## src/rtl/start_stop_button.sv

```systemverilog
// Push-button conditioner: synchroniser, two-way debounce FSM and
// registered press/release/long-hold pulses for the START/STOP toggle.
module start_stop_button #(
    parameter int DEBOUNCE_CYCLES = 1_000_000,
    parameter int LONG_CYCLES     = 200_000_000
) (
    input  logic clk,
    input  logic rst,
    input  logic btn_in,
    output logic btn_db,
    output logic press_pulse,
    output logic release_pulse,
    output logic long_pulse
);

    localparam int DW = $clog2(DEBOUNCE_CYCLES);
    localparam int HW = $clog2(LONG_CYCLES);
    localparam logic [DW-1:0] DEB_LAST  = DW'(DEBOUNCE_CYCLES - 1);
    localparam logic [HW-1:0] HOLD_LAST = HW'(LONG_CYCLES - 1);

    typedef enum logic [1:0] {
        IDLE,
        PRESS_WAIT,
        PRESSED,
        RELEASE_WAIT
    } state_t;

    state_t        state_q, state_d;
    logic          s1_q, s1_d;
    logic          s2_q, s2_d;
    logic [DW-1:0] deb_cnt_q, deb_cnt_d;
    logic [HW-1:0] hold_cnt_q, hold_cnt_d;
    logic          long_done_q, long_done_d;
    logic          btn_db_q, btn_db_d;
    logic          press_q, press_d;
    logic          release_q, release_d;
    logic          long_q, long_d;

    always_ff @(posedge clk) begin
        if (rst) begin
            state_q     <= IDLE;
            s1_q        <= 1'b0;
            s2_q        <= 1'b0;
            deb_cnt_q   <= '0;
            hold_cnt_q  <= '0;
            long_done_q <= 1'b0;
            btn_db_q    <= 1'b0;
            press_q     <= 1'b0;
            release_q   <= 1'b0;
            long_q      <= 1'b0;
        end else begin
            state_q     <= state_d;
            s1_q        <= s1_d;
            s2_q        <= s2_d;
            deb_cnt_q   <= deb_cnt_d;
            hold_cnt_q  <= hold_cnt_d;
            long_done_q <= long_done_d;
            btn_db_q    <= btn_db_d;
            press_q     <= press_d;
            release_q   <= release_d;
            long_q      <= long_d;
        end
    end

    always_comb begin
        state_d     = state_q;
        s1_d        = btn_in;
        s2_d        = s1_q;
        deb_cnt_d   = deb_cnt_q;
        hold_cnt_d  = hold_cnt_q;
        long_done_d = long_done_q;
        press_d     = 1'b0;
        release_d   = 1'b0;
        long_d      = 1'b0;

        unique case (state_q)
            IDLE: begin
                if (s2_q) begin
                    state_d   = PRESS_WAIT;
                    deb_cnt_d = '0;
                end
            end
            PRESS_WAIT: begin
                if (!s2_q) begin
                    state_d = IDLE;
                end else if (deb_cnt_q == DEB_LAST) begin
                    state_d     = PRESSED;
                    press_d     = 1'b1;
                    hold_cnt_d  = '0;
                    long_done_d = 1'b0;
                end else begin
                    deb_cnt_d = deb_cnt_q + 1'b1;
                end
            end
            PRESSED: begin
                if (!s2_q) begin
                    state_d   = RELEASE_WAIT;
                    deb_cnt_d = '0;
                end else if (!long_done_q) begin
                    // hold_cnt freezes once long fires, so it cannot wrap
                    if (hold_cnt_q == HOLD_LAST) begin
                        long_d      = 1'b1;
                        long_done_d = 1'b1;
                    end else begin
                        hold_cnt_d = hold_cnt_q + 1'b1;
                    end
                end
            end
            RELEASE_WAIT: begin
                if (s2_q) begin
                    state_d = PRESSED;
                end else if (deb_cnt_q == DEB_LAST) begin
                    state_d   = IDLE;
                    release_d = 1'b1;
                end else begin
                    deb_cnt_d = deb_cnt_q + 1'b1;
                end
            end
            default: state_d = IDLE;
        endcase

        btn_db_d = (state_d == PRESSED) || (state_d == RELEASE_WAIT);
    end

    assign btn_db        = btn_db_q;
    assign press_pulse   = press_q;
    assign release_pulse = release_q;
    assign long_pulse    = long_q;

endmodule
```

## config.mk

```make
export PLATFORM = sky130hd
export DESIGN_NAME = start_stop_button
export DESIGN_NICKNAME = d
export VERILOG_FILES = /design/src/rtl/start_stop_button.sv
export SDC_FILE = /design/constraint.sdc
export NUM_CORES = 1
export LEC_CHECK = 0
export BUFFER_PORTS_ARGS = -buffer_cell sky130_fd_sc_hd__clkbuf_2
export CAP_MARGIN = 15
export CORE_ASPECT_RATIO = 0.8
export CORE_MARGIN = 2
export CORE_UTILIZATION = 55
export CTS_BUF_LIST = sky130_fd_sc_hd__clkbuf_2 sky130_fd_sc_hd__clkbuf_4 sky130_fd_sc_hd__clkbuf_8
export DETAILED_ROUTE_END_ITERATION = 16
export HOLD_SLACK_MARGIN = 0.12
export PLACE_DENSITY = 0.71
export SKIP_LAST_GASP = 1
export SLEW_MARGIN = 10
export SYNTH_ARGS = -nofsm -noshare
export SYNTH_HDL_FRONTEND = slang
export SYNTH_SLANG_ARGS = --single-unit
```

## constraint.sdc

```tcl
create_clock -name clk -period 2.7 [get_ports clk]
set_input_delay 0.135 -clock clk [delete_from_list [all_inputs] [get_ports clk]]
set_output_delay 0.135 -clock clk [all_outputs]
set_load 0.02 [all_outputs]
```

==> impl_metrics.tcl <==
set metrics [dict create \
    status "complete, no violations" \
    cts_buffer_depth 2 \
    syn-num-nets 326 \
    relSlewSlack_pct 60.25 \
    ant_nets 0 \
    synth_flop_cell "dfxtp_1" \
    post_cts_buffers 0 \
    cts_buffers 9 \
    fin_nets 345 \
    dr.pass1.iters 5 \
    rr_startpoint "deb_cnt_q[14]" \
    drive_gt1_share_pct 12.75 \
    drt-total-wl_um 6125 \
    viasPerCell 5.904 \
    crit_fanout 19 \
    worst-r2r-cell-count 6 \
    start_kind "register" \
    synth-edff-count 0 \
    max_slew.worst_pin.slew_ps 591.7 \
    min_to "deb_cnt_q[1]" \
    post-route-period-util_pct 90.32 \
    netlist_instances 321 \
    hp-class "input port to register" \
    grt_max_degree 20 \
    synth.avg_cell_area_um2 8.638 \
    final_max_slew_viol_count 0 \
    synth_top_cell_by_area "dfxtp_1" \
    fmax_mhz 410.1 \
    wire_per_inst_um 15.05 \
    clock_latency_ps 330 \
    hold_slack_ps 223.2 \
    synthTopCellsByArea "dfxtp_1 (41%), nor2_1 (6.2%), xnor2_1 (5.7%)" \
    die_h_um 67.51 \
    endpoint_kind "register" \
    vias 2403 \
    dp_slack_ps 276.0 \
    core-area_mm2 0.004921 \
    dp_hpwl_um 4316 \
    io_buffers 6 \
    crit_type "register to register" \
    ys_async_sr_fraction_pct 0 \
    die_area_mm2 0.005629 \
    cap_violations 0 \
    hold_viol_final 0 \
    ys_ff_latch 57 \
    antenna_found_initial 0 \
    grt_pass1_wl_um 10660 \
    area_delta_synth_final_pct 14.80 \
    die_w_um 83.38 \
    yosys_warnings 0 \
    timing.reg2reg.setup_slack_ps 260 \
    grt_usage_pct 24.27 \
    h-tree-depth 3 \
    synth_top_area_share_pct 41.16 \
    final.min_clock_period_ps 2439 \
    holdPathStages 2 \
    final-setup-viol-count 0 \
    cts_root_buffer "clkbuf_8" \
    rsz0062_at_grt "no" \
    routabilityCongestion 0.8510 \
    initial_core_util_pct 56.34 \
    required_ps 2970 \
    powerDensity_mw_per_mm2 585.8 \
    clock_skew_ps 5.123 \
    final_cell_mix "dfxtp_1 (57), nor2_1 (46), nand2_1 (27), xnor2_1 (18), nand3_1 (15)" \
    layout_commonest_cell "dfxtp_1" \
    yosysUniqueCellTypes 45 \
    finalPower_mw 1.865 \
    hp-start "rst" \
    clk_pin_slew_ps 60 \
    io_pins 7 \
    peakVddDrop_mv 0.4547 \
    worst_slack_ps 261.4 \
    grt_pass1_vias 2271 \
    tritoncts "yes" \
    p_leak_nw 1.072 \
    antenna_cells 0 \
    syn_area_mm2 0.002773 \
    cp.arrival_ps 2710 \
    ys_seq_area_share_pct 41.16 \
    num_rows 23 \
    grt-ovfl-total 0 \
    drt_iter0_drc 256 \
    clock_sinks 57 \
    setup_tns_ps 0 \
    r2r_end "hold_cnt_q[17]" \
    drc_errors 0 \
]
-- registers in the layout (all words and copies together) (netlist names) --
signal / cells
hold_cnt_q: 28
deb_cnt_q: 20
long_pulse: 1
press_pulse: 1
state_q: 2
s2_q: 1
release_pulse: 1
s1_q: 1
btn_db: 1
long_done_q: 1
-- metal layers --
layer	routed length (um)	vias to the layer above	global-route usage, %
met5	0	-	0
met4	44	0	7.172
met3	317	4	6.846
met2	2535	59	36.39
met1	3228	1128	34.29
li1	-	1212	-
-- cell type report --
type                            count  area [um^2]
Sequential cell                    57         1141
Inverter                            5        18.77
Multi-Input combinational cell    248         1568
Fill cell                         410         1738
Timing Repair Buffer               19        130.1
Clock buffer                       11        145.1
Tap cell                           62        77.57
Clock inverter                      5        102.6
-- report_power, final --
| part | switching, mW | internal (mW) | total (mW) |
|---|---|---|---|
| Clock | 0.343 | 0.647 | 0.990 |
| Combinational | 0.0211 | 0.00829 | 0.0294 |
| Sequential | 0.00257 | 0.843 | 0.845 |
-- critical path, stage by stage (launching register included) --
cell     delay [ps]
dfxtp_1         420
or4b_4          500
nor4_4          360
and4b_4         370
o21ai_4         150
or4_1           500
nand2_1          80
-- metrics by stage --
| step | instance area (um^2) | cells | util (%) |
|---|---|---|---|
| 2_1_floorplan | 2773 | 321 | - |
| 3_3_place_gp | 2925 | 390 | 59.45 |
| 3_5_place_dp | 2925 | 390 | 59.45 |
| 4_1_cts | 3183 | 407 | 64.68 |
| 5_1_grt | 3183 | 407 | 64.68 |
| 6_report | 3183 | 407 | 64.68 |
-- worst max-delay path by stage --
stage,startpoint,endpoint,slack [ps],depth (start not counted)
global placement,deb_cnt_q[14],hold_cnt_q[17],320,6
finish,deb_cnt_q[14],hold_cnt_q[17],260,6
global route,deb_cnt_q[14],hold_cnt_q[17],130,6
CTS,deb_cnt_q[14],hold_cnt_q[17],260,6
floorplan,deb_cnt_q[6],hold_cnt_q[4],490,6
detailed placement,deb_cnt_q[14],hold_cnt_q[17],280,6
-- cell families (layout without fill, tap and decap cells) --
family,Yosys count,after routing,share of synthesized area (%)
compound gates,43,43,10.83
xor+xnor,32,32,10.11
flops,57,57,41.16
buf+inv,16,40,2.301
mux,3,3,1.128
simple gates,168,168,33.57
fa+ha+maj,2,2,0.9024
-- timing repair --
item / CTS / global route
hold endpoints to repair: 1 / 0
resized for setup: 0 / 0
hold buffers: 1 / 0
-- cell usage after synthesis, types with 2 or more instances --
master,number
ha_1,2
nor4_1,5
nand2_1,27
nand3_1,15
and3_1,6
nor3_1,11
a21oi_1,12
nor4b_1,4
mux2i_1,2
nor2b_1,3
o21ai_0,9
nand4b_1,3
clkbuf_1,8
dfxtp_1,57
inv_1,5
nand4_1,11
o211ai_1,14
and4_1,5
or3_1,9
xor2_1,14
or4b_1,2
buf_2,3
nand2b_1,2
nor2_1,46
or4_1,9
xnor2_1,18
(Power assumes the default switching activity.)
